===== src/rtl/mac_vec_acc.sv =====
// Vector multiply-accumulate: a 4-deep pipeline (capture, lane products, lane sum, accumulate).
// Define MAC_VEC_SAT_EN to clamp the accumulator and report sticky saturation on out_sat.
`timescale 1ns/1ps

module mac_vec_acc #(
    parameter int LANES = 4,
    parameter int DW    = 8,
    parameter int ACC_W = 32
) (
    input  logic                  clk,
    input  logic                  reset,
    input  logic                  in_valid,
    output logic                  in_ready,
    input  logic [LANES*DW-1:0]   in_data,
    input  logic [LANES*DW-1:0]   in_weight,
    input  logic                  in_last,
    input  logic                  clear,
    output logic                  out_valid,
    input  logic                  out_ready,
    output logic [ACC_W-1:0]      out_data,
    output logic                  out_sat
);

    localparam int PW = 2*DW + 1;
    localparam int SW = PW + $clog2(LANES);

    logic stall;
    logic accept;
    logic commit;
    logic commit_last;

    logic                    s0_valid_q, s0_valid_d;
    logic                    s0_last_q, s0_last_d;
    logic [LANES*DW-1:0]     s0_data_q, s0_data_d;
    logic [LANES*DW-1:0]     s0_weight_q, s0_weight_d;

    logic                    s1_valid_q, s1_valid_d;
    logic                    s1_last_q, s1_last_d;
    logic signed [PW-1:0]    s1_prod_q [LANES];
    logic signed [PW-1:0]    s1_prod_d [LANES];
    logic signed [PW-1:0]    lane_prod [LANES];

    logic                    s2_valid_q, s2_valid_d;
    logic                    s2_last_q, s2_last_d;
    logic signed [SW-1:0]    s2_sum_q, s2_sum_d;
    logic signed [SW-1:0]    lane_sum;

    logic signed [ACC_W-1:0] s2_ext;
    logic signed [ACC_W-1:0] acc_q, acc_d;
    logic signed [ACC_W-1:0] acc_add;

    logic                    out_valid_q, out_valid_d;
    logic [ACC_W-1:0]        out_data_q, out_data_d;

    // Only a finished result waiting on a busy consumer can block the pipe.
    assign stall       = out_valid_q & ~out_ready & s2_valid_q & s2_last_q;
    assign in_ready    = reset & ~clear & ~stall;
    assign accept      = in_valid & in_ready;
    assign commit      = s2_valid_q & ~stall & ~clear;
    assign commit_last = commit & s2_last_q;

    // NOTE: combinational loops accumulate with blocking '='; each iteration must see the previous value.
    always_comb begin
        lane_sum = '0;
        for (int i = 0; i < LANES; i++) begin
            lane_prod[i] = PW'($signed({1'b0, s0_data_q[i*DW +: DW]}))
                         * PW'($signed(s0_weight_q[i*DW +: DW]));
            lane_sum     = lane_sum + SW'(s1_prod_q[i]);
        end
    end

    assign s2_ext = ACC_W'(s2_sum_q);

`ifdef MAC_VEC_SAT_EN
    logic [ACC_W:0] sum_wide;
    logic           sat_hit;

    always_comb begin
        sum_wide = {acc_q[ACC_W-1], acc_q} + {s2_ext[ACC_W-1], s2_ext};
        sat_hit  = sum_wide[ACC_W] != sum_wide[ACC_W-1];
        if (!sat_hit) begin
            acc_add = sum_wide[ACC_W-1:0];
        end else if (sum_wide[ACC_W]) begin
            acc_add = {1'b1, {(ACC_W-1){1'b0}}};
        end else begin
            acc_add = {1'b0, {(ACC_W-1){1'b1}}};
        end
    end
`else
    assign acc_add = acc_q + s2_ext;
`endif

    // NOTE: every output of this block gets a default first, so no path can infer a latch.
    always_comb begin
        s0_valid_d  = s0_valid_q;
        s0_last_d   = s0_last_q;
        s0_data_d   = s0_data_q;
        s0_weight_d = s0_weight_q;
        s1_valid_d  = s1_valid_q;
        s1_last_d   = s1_last_q;
        s1_prod_d   = s1_prod_q;
        s2_valid_d  = s2_valid_q;
        s2_last_d   = s2_last_q;
        s2_sum_d    = s2_sum_q;
        acc_d       = acc_q;
        out_valid_d = out_valid_q & ~out_ready;
        out_data_d  = out_data_q;

        if (clear) begin
            s0_valid_d = 1'b0;
            s1_valid_d = 1'b0;
            s2_valid_d = 1'b0;
            acc_d      = '0;
        end else if (!stall) begin
            s0_valid_d = accept;
            if (accept) begin
                s0_last_d   = in_last;
                s0_data_d   = in_data;
                s0_weight_d = in_weight;
            end
            s1_valid_d = s0_valid_q;
            s1_last_d  = s0_last_q;
            s1_prod_d  = lane_prod;
            s2_valid_d = s1_valid_q;
            s2_last_d  = s1_last_q;
            s2_sum_d   = lane_sum;
        end

        if (commit) begin
            acc_d = commit_last ? '0 : acc_add;
        end
        if (commit_last) begin
            out_valid_d = 1'b1;
            out_data_d  = acc_add;
        end
    end

    always_ff @(posedge clk) begin
        if (!reset) begin
            s0_valid_q  <= 1'b0;
            s0_last_q   <= 1'b0;
            s1_valid_q  <= 1'b0;
            s1_last_q   <= 1'b0;
            s2_valid_q  <= 1'b0;
            s2_last_q   <= 1'b0;
            acc_q       <= '0;
            out_valid_q <= 1'b0;
            out_data_q  <= '0;
        end else begin
            s0_valid_q  <= s0_valid_d;
            s0_last_q   <= s0_last_d;
            s1_valid_q  <= s1_valid_d;
            s1_last_q   <= s1_last_d;
            s2_valid_q  <= s2_valid_d;
            s2_last_q   <= s2_last_d;
            acc_q       <= acc_d;
            out_valid_q <= out_valid_d;
            out_data_q  <= out_data_d;
        end
    end

    // NOTE: payload registers carry no reset; the stage valid bits decide whether they mean anything.
    always_ff @(posedge clk) begin
        s0_data_q   <= s0_data_d;
        s0_weight_q <= s0_weight_d;
        s1_prod_q   <= s1_prod_d;
        s2_sum_q    <= s2_sum_d;
    end

`ifdef MAC_VEC_SAT_EN
    logic sat_q, sat_d;
    logic out_sat_q, out_sat_d;

    always_comb begin
        sat_d     = sat_q;
        out_sat_d = out_sat_q;
        if (clear) begin
            sat_d = 1'b0;
        end else if (commit) begin
            sat_d = commit_last ? 1'b0 : (sat_q | sat_hit);
            if (commit_last) begin
                out_sat_d = sat_q | sat_hit;
            end
        end
    end

    always_ff @(posedge clk) begin
        if (!reset) begin
            sat_q     <= 1'b0;
            out_sat_q <= 1'b0;
        end else begin
            sat_q     <= sat_d;
            out_sat_q <= out_sat_d;
        end
    end

    assign out_sat = out_sat_q;
`else
    assign out_sat = 1'b0;
`endif

    assign out_valid = out_valid_q;
    assign out_data  = out_data_q;

endmodule

===== config.mk =====
export PLATFORM = sky130hd
export DESIGN_NAME = mac_vec_acc
export DESIGN_NICKNAME = d
export VERILOG_FILES = /design/src/rtl/mac_vec_acc.sv
export SDC_FILE = /design/constraint.sdc
export NUM_CORES = 1
export LEC_CHECK = 0
export ABC_CLOCK_PERIOD_IN_PS = 7750
export CAP_MARGIN = 20
export CORE_ASPECT_RATIO = 0.6
export CORE_MARGIN = 1
export CORE_UTILIZATION = 40
export DETAILED_ROUTE_END_ITERATION = 10
export GPL_TIMING_DRIVEN = 0
export PLACE_DENSITY = 0.53
export SLEW_MARGIN = 20
export SYNTH_ARGS = -nofsm -noshare
export SYNTH_HDL_FRONTEND = slang
export SYNTH_SLANG_ARGS = --single-unit

===== constraint.sdc =====
create_clock -name clk -period 7.75 [get_ports clk]
set_input_delay 1.1625 -clock clk [delete_from_list [all_inputs] [get_ports clk]]
set_output_delay 1.1625 -clock clk [all_outputs]
set_load 0.005 [all_outputs]

# == Word-level counts from Yosys, hierarchy flattened ==
# Cells that the tools add are included.
# totals
wordCells,45
ff_bits,222
out_inout_bits,35
# op_classes
bitwise_logic,13
n_reduce_logical,4
mul,4
addsub,4
muxes,4
# ops
op,count
32-bit 2-to-1 mux,3
9-bit by 8-bit multiplier with 17-bit output,4
32-bit by 19-bit adder with 32-bit output,1
18-bit by 17-bit adder with 19-bit output,1
19-bit by 17-bit adder with 19-bit output,1
17-bit by 17-bit adder with 18-bit output,1
1-bit AND,9
1-bit inverter,4
3-bit AND reduction,1
2-bit AND reduction,1
2-bit nonzero test,1
2-bit OR reduction,1
1-bit 2-to-1 mux,1

# == Logic depth before layout (Yosys ltp) ==
# Gate-level depths: netlist of the first run.
# depth
ltp_word,10
mapped_depth,20

# == Worst setup path before layout of the first run ==
# Ideal clock, no wire load.
# synth_path
path_kind,input -> register
startpoint,input out_ready
endpoint,"register s1_prod_q[0] (netlist bit), enable pin"
required_ns,7.212
n_path_buf,1
path_slack_ns,1.947
stages,4
arrival_time_ns,5.265
cell_sequence,nor2b_1 > and3_1 > clkbuf_1 > nor2_1
# synth_via
elab_chain_len,6
# synth_lines
element,line_no,rtl
"start, declared",19,"input logic out_ready,"
1-bit inverter,56,assign stall = out_valid_q & ~out_ready & s2_valid_q & s2_last_q;
1-bit AND (3 in a row),56,
1-bit inverter (no source line),n/a,
2-bit AND reduction (no source line),n/a,
"end signal, assigned",166,s1_prod_q <= s1_prod_d;
"end, declared",39,logic signed [PW-1:0] s1_prod_q [LANES];
# Every way passes these cells.
# A chain may end at the register's enable or synchronous reset.

==> results of run 1 <==
==> Yosys cell counts (8+ instances only) <==
library cell	count
dfxtp_1	71
xor2_1	20
a22oi_1	14
ha_1	221
o21a_1	9
edfxtp_1	151
clkbuf_1	28
fa_1	184
xnor2_1	52
nand3_1	25
nand4_1	11
inv_1	283
nor3_1	17
nand2b_1	27
nor2b_1	18
nand2_1	167
and3_1	11
o21ai_0	47
a21o_1	22
and2_1	165
a31oi_1	8
a21oi_1	94
nor2_1	109
==> area by class of cell <==
cell class | count | share of cell area [%]
plain buffers | 32 | 0.584
clock buffers | 30 | 2.99
clock inverters | 15 | 0.847
inverters | 283 | 4.86
multi-input cells | 1350 | 54.8
flip-flops and latches | 222 | 27.2
well taps | 630 | 3.61
repair buffers | 106 | 5.07
==> worst max-delay path by stage <==
| stage | startpoint | end | slack, ns |
|---|---|---|---|
| after floorplan | out_ready | s1_prod_q[0] | 1.95 |
| after global placement | out_ready | s0_last_q | -0.21 |
| after detailed placement | s0_weight_q[23] | s1_prod_q[31] | 2.73 |
| after CTS | s0_weight_q[16] | s1_prod_q[31] | 2.69 |
| after global routing | s0_weight_q[17] | s1_prod_q[31] | 2.34 |
| final | s0_weight_q[17] | s1_prod_q[31] | 2.74 |
==> report_power, final <==
group          internal, W  switching, W
clock network     0.000735      0.000498
logic              0.00176       0.00232
registers          0.00172      0.000172
total              0.00422       0.00299
==> critical path: stages, from the launching register on <==
cell,delay [ns]
edfxtp_1,0.51
and2_1,0.22
ha_1,0.28
inv_1,0.05
fa_1,0.49
inv_1,0.04
ha_1,0.26
inv_1,0.07
fa_1,0.40
inv_1,0.07
ha_1,0.16
inv_1,0.06
fa_1,0.45
nor2b_1,0.12
o21ai_0,0.10
a21boi_0,0.26
o21ai_0,0.15
a21boi_0,0.35
nor2_1,0.13
o21ai_0,0.31
xor2_1,0.31
==> logic make-up (layout without fill, tap and decap cells) <==
group | after synthesis | in the layout | share of synthesized area [%]
compound gates | 277 | 277 | 9.48
xor+xnor | 73 | 73 | 3.42
fa+ha+maj | 405 | 405 | 33.7
buf+inv | 315 | 466 | 6.23
flops | 222 | 222 | 31.2
mux | 5 | 5 | 0.262
other cells | 1 | 1 | 0.0196
simple gates | 589 | 589 | 15.7
==> per-stage QoR <==
stage,instances,power (W)
2_1_floorplan,1887,0.00490
3_3_place_gp,2619,0.00591
3_5_place_dp,2623,0.00596
4_1_cts,2668,0.00727
5_1_grt,2668,0.00787
6_report,2668,0.00721
==> cell usage in the layout, fill, tap and decap left out, types with 7 or more instances in the layout <==
| cell | count |
|---|---|
| inv_1 | 283 |
| ha_1 | 221 |
| fa_1 | 184 |
| nand2_1 | 167 |
| and2_1 | 164 |
| edfxtp_1 | 151 |
| nor2_1 | 108 |
| clkdlybuf4s50_1 | 102 |
| a21oi_1 | 94 |
| dfxtp_1 | 71 |
| xnor2_1 | 52 |
| o21ai_0 | 47 |
| clkbuf_1 | 32 |
| nand2b_1 | 27 |
| nand3_1 | 25 |
| clkbuf_16 | 25 |
| a21o_1 | 22 |
| xor2_1 | 20 |
| nor2b_1 | 18 |
| nor3_1 | 17 |
| a22oi_1 | 14 |
| and3_1 | 11 |
| nand4_1 | 11 |
| o21a_1 | 9 |
| a31oi_1 | 8 |
| a21boi_0 | 7 |
| a211oi_1 | 7 |
| a22o_1 | 7 |
==> state kept, by name (all words and copies together) (netlist names) <==
register and count:
s2_sum_q 19, out_valid 1, s2_last_q 1, acc_q 32
s0_valid_q 1, s1_last_q 1, s0_weight_q 32, s0_data_q 32
s2_valid_q 1, s1_prod_q 68, s0_last_q 1, out_data 32
s1_valid_q 1
==> layer usage <==
layer / wire length, um / up-vias / part of all wire, % / global-route usage (%)
li1: - / 6569 / - / -
met1: 24100 / 6471 / 56 / 30.2
met2: 16800 / 235 / 39 / 26.1
met3: 1800 / 31 / 4.2 / 2.25
met4: 569 / 0 / 1.3 / 3.11
met5: 0 / - / 0 / 0
==> results_dict.tcl, run 1 <==
set metrics [dict create \
    drt_first_pass_iters 5 \
    regArea_um2 5960 \
    final_hold_viol_count 0 \
    synth_flop_cell "edfxtp_1" \
    yosys-top-cells-area "edfxtp_1 (24%), fa_1 (19%), ha_1 (14%)" \
    postSynthNetCount 2362 \
    ctsLongestPathBuffers 3 \
    grt_pass1_vias 13500 \
    vias 13300 \
    rows 61 \
    setup_tns_ns 0 \
    synth_edf_count 151 \
    grt_start_max_net_pins 51 \
    reg2reg_setup_slack_ns 2.74 \
    critPathMaxFanout 8 \
    rr_endpoint "s1_prod_q[31]" \
    place_area_um2 21000 \
    die_h_um 171 \
    holdWs_ns 0.452 \
    critPathCaptureType "register" \
    drv_cap 0 \
    rsz0062_at_grt "no" \
    final_nets 2495 \
    dpl_worst_slack_ns 2.73 \
    place_hpwl_um 34700 \
    syn_inst 1887 \
    grt_overflow 0 \
    fillerInstances 4459 \
    required_ns 8.08 \
    finalMaxSlewViolations 0 \
    grt_pass1_wl_um 72500 \
    syn_area_um2 19100 \
    holdPathStages 2 \
    design_area_um2 21900 \
    clkTransAtPathRegs_ns 0.07 \
    min_from "acc_q[28]" \
    slew_headroom_pct 36.3 \
    h-tree-depth 1 \
    powerDensity_nw_per_um2 330 \
    worst_ir_drop_vdd_v 0.000382 \
    start_util_pct 40.9 \
    grt_use_total_pct 18.6 \
    p_leak_nw 9.59 \
    hp-class "register to register" \
    drive_gt1_share_pct 2.89 \
    multi_input_area_um2 12000 \
    routabilityCongestion 0.875 \
    core_um2 46700 \
    fin_util_pct 46.8 \
    die_area_um2 48700 \
    via_per_inst 4.99 \
    yosys.area.top_type "edfxtp_1" \
    areaGrowthSynthToFinish_pct 14.4 \
    tightest_slew_ns 0.931 \
    clk-insertion-delay-late_ns 0.54 \
    num_antenna_cells 0 \
    numPortBuffers 102 \
    die_x_um 284 \
    avgSynthCellArea_um2 10.1 \
    antenna_found_initial 0 \
    synth-async-reset-ratio_pct 0 \
    layout_setup_ws_ns 2.74 \
    cts_hold_repair.buffers 0 \
    synth_cell_types 73 \
    pin_count 105 \
    cts.sink_count 222 \
    fin_skew_ns 0.0153 \
    reg2reg_from "s0_weight_q[17]" \
    cp.arrival_ns 5.34 \
    finalSetupViolCount 0 \
    cts_buffers 25 \
    wl_um 43300 \
    first_iter_violations 882 \
    max_freq_mhz 200 \
    synth_top_area_share_pct 23.7 \
    status "finished, final reports clean" \
    start_kind "register" \
    cts_tree "done" \
    period_needed_ns 5.01 \
    reg2reg_depth 20 \
    criticalPathCategory "register to register" \
    cts.repair.resized 0 \
    drtAntennaViolNets 0 \
    post-cts-setup-buffer-count 0 \
    root_buffer "clkbuf_16" \
    period_share_pct 64.6 \
    hold_end "acc_q[28]" \
    drc 0 \
    ys_ff_latch 222 \
    synth_warnings 0 \
    routedWlPerCell_um 16.2 \
    synth-seq-area-share_pct 31.2 \
]
Power figures use the tool's default switching activity.
==> run 2, diff against run 1 <==
Settings changed: ABC_CLOCK_PERIOD_IN_PS 7750 to 4200, PLACE_DENSITY 0.53 to 0.55.
Clock period 7.75 ns to 4.2 ns, I/O delays scaled along.
==> run 2 against run 1 <==
The run now ends with setup timing left. Sequential power increased by 83%. Register-to-register slack got worse by 3.0 ns. Global-route usage rose by 0.94 points. Cell count is 5.7% higher. Setup slack got worse by 3.0 ns.
==> results_dict.tcl, run 2 (synthesis results as in run 1) <==
set metrics [dict create \
    holdWs_ns 0.450 \
    rsz0062_at_grt "yes" \
    cts_tree "done" \
    areaGrowthSynthToFinish_pct 26.5 \
    cp_slowest_cell "fa_1" \
    required_ns 4.51 \
    final_common_cell "inv_1" \
    critPathCaptureType "register" \
    pin_count 105 \
    wl_um 46200 \
    drt_first_pass_iters 7 \
    grt_start_max_net_pins 51 \
    cts_hold_repair.buffers 0 \
    grt_pass1_wl_um 75900 \
    criticalPathCategory "register to register" \
    numPortBuffers 102 \
    worst_ir_drop_vdd_v 0.000766 \
    finalMaxSlewViolations 0 \
    grt_pass1_vias 14300 \
    violations "setup timing" \
    ctsLongestPathBuffers 3 \
    core_um2 46700 \
    first_iter_violations 830 \
    fillerInstances 4238 \
    start_util_pct 40.9 \
    layout_common_cells "inv_1 (231), ha_1 (183), fa_1 (172), nand2_1 (162), edfxtp_1 (151)" \
    die_area_um2 48700 \
    tightest_slew_ns 0.795 \
    via_per_inst 4.98 \
    regMostFlops "s1_prod_q" \
    cts_buffers 26 \
    grt_use_total_pct 19.5 \
    period_needed_ns 4.41 \
    hp-class "register to register" \
    antenna_found_initial 0 \
    vias 14100 \
    clk-insertion-delay-late_ns 0.56 \
    critPathMaxFanout 4 \
    num_antenna_cells 0 \
    max_freq_mhz 227 \
    dpl_worst_slack_ns -0.653 \
    h-tree-depth 1 \
    rows 61 \
    die_h_um 171 \
    layout_setup_ws_ns -0.213 \
    p_total_w 0.0146 \
    cts.sink_count 222 \
    fin_skew_ns 0.0186 \
    cp_common_cell "fa_1" \
    p_leak_nw 10.5 \
    slew_headroom_pct 47.0 \
    clkTransAtPathRegs_ns 0.07 \
    routedWlPerCell_um 16.4 \
    status "finished, violations left" \
    powerDensity_nw_per_um2 606 \
    numPlacedInstances 2623 \
    final_nets 2646 \
    die_x_um 284 \
    path_cells "buf_6 -> buf_6 -> nand2_4 -> fa_1 -> fa_1 -> fa_1 -> fa_1 -> inv_2 -> ha_4 -> a21boi_4 -> o21ai_2 -> a21oi_2 -> a41o_1 -> o41a_1 -> xnor2_1" \
    root_buffer "clkbuf_16" \
    grt_overflow 0 \
    period_share_pct 105 \
    drive_gt1_share_pct 19.4 \
    start_kind "register" \
    drc 0 \
    finalSetupViolCount 19 \
    drtAntennaViolNets 0 \
    place_hpwl_um 34700 \
    largest_reg_flops 68 \
    instances_no_fill 2821 \
    drv_cap 0 \
    routabilityCongestion 0.888 \
    final_hold_viol_count 0 \
    fin_util_pct 51.7 \
    cp.arrival_ns 4.72 \
    cp_slowest_stage_delay_ns 0.58 \
]
run 2: cell count changes in the layout (fill, tap and decap cells not counted), sizes merged:
cell	change
bufinv	-3
clkbuf	+2
clkinv	+2
clkinvlp	+2
buf	+150
run 2: final cells by class:
type                    instances  area [um^2]  area share, %
well taps                     630          788           3.26
clock inverters                16          123          0.507
inverters                     283         1060           4.40
plain buffers                  32          128          0.528
flip-flops and latches        222         5960           24.6
repair buffers                256         2380           9.85
multi-input cells            1350        13000           53.7
clock buffers                  32          757           3.13
run 2: repair_timing:
item,in CTS,in global routing
resized for setup,122,152
buffers inserted,125,34
pin swaps,95,78
endpoints found under the setup margin,27,34
run 2: critical path: cells and delay by family (launching register included):
kind | cells | cell delay (ns)
compound gates | 5 | 0.94
fa+ha+maj | 5 | 2.35
simple gates | 1 | 0.05
flops | 1 | 0.44
buf+inv | 3 | 0.28
xor+xnor | 1 | 0.13
run 2: worst paths after layout:
path              depth (start not counted)          start       endpoint  slack (ns)
setup / recovery                         15  s0_data_q[10]  s1_prod_q[50]       -0.21
hold / removal                            2      s0_last_q      s1_last_q        0.45
setup reg to reg                         15  s0_data_q[10]  s1_prod_q[50]       -0.21
hold reg to reg                           2      s0_last_q      s1_last_q        0.45
run 2: stage by stage:
| step | setup TNS [ns] | cell area (um^2) |
|---|---|---|
| floorplan | 0 | 19200 |
| global placement | -139.31 | 21000 |
| detailed placement | -7.94 | 21100 |
| CTS | -2.80 | 23400 |
| global route | -6.47 | 24200 |
| finish | -2.53 | 24200 |
run 2: per-layer routing:
metal,routed length (um),global-route usage [%]
met4,723,3.32
met1,24300,30.6
met5,0,0
met3,2130,2.82
met2,19000,28.4
run 2: power breakdown:
| part | leakage [nW] | total (W) | internal [W] | switching (W) |
|---|---|---|---|---|
| clock network | 0.425 | 0.00231 | 0.00134 | 0.000964 |
| registers | 2.02 | 0.00346 | 0.00317 | 0.000282 |
| logic | 8.09 | 0.00888 | 0.00405 | 0.00483 |
| total | 10.5 | 0.0146 | 0.00857 | 0.00607 |
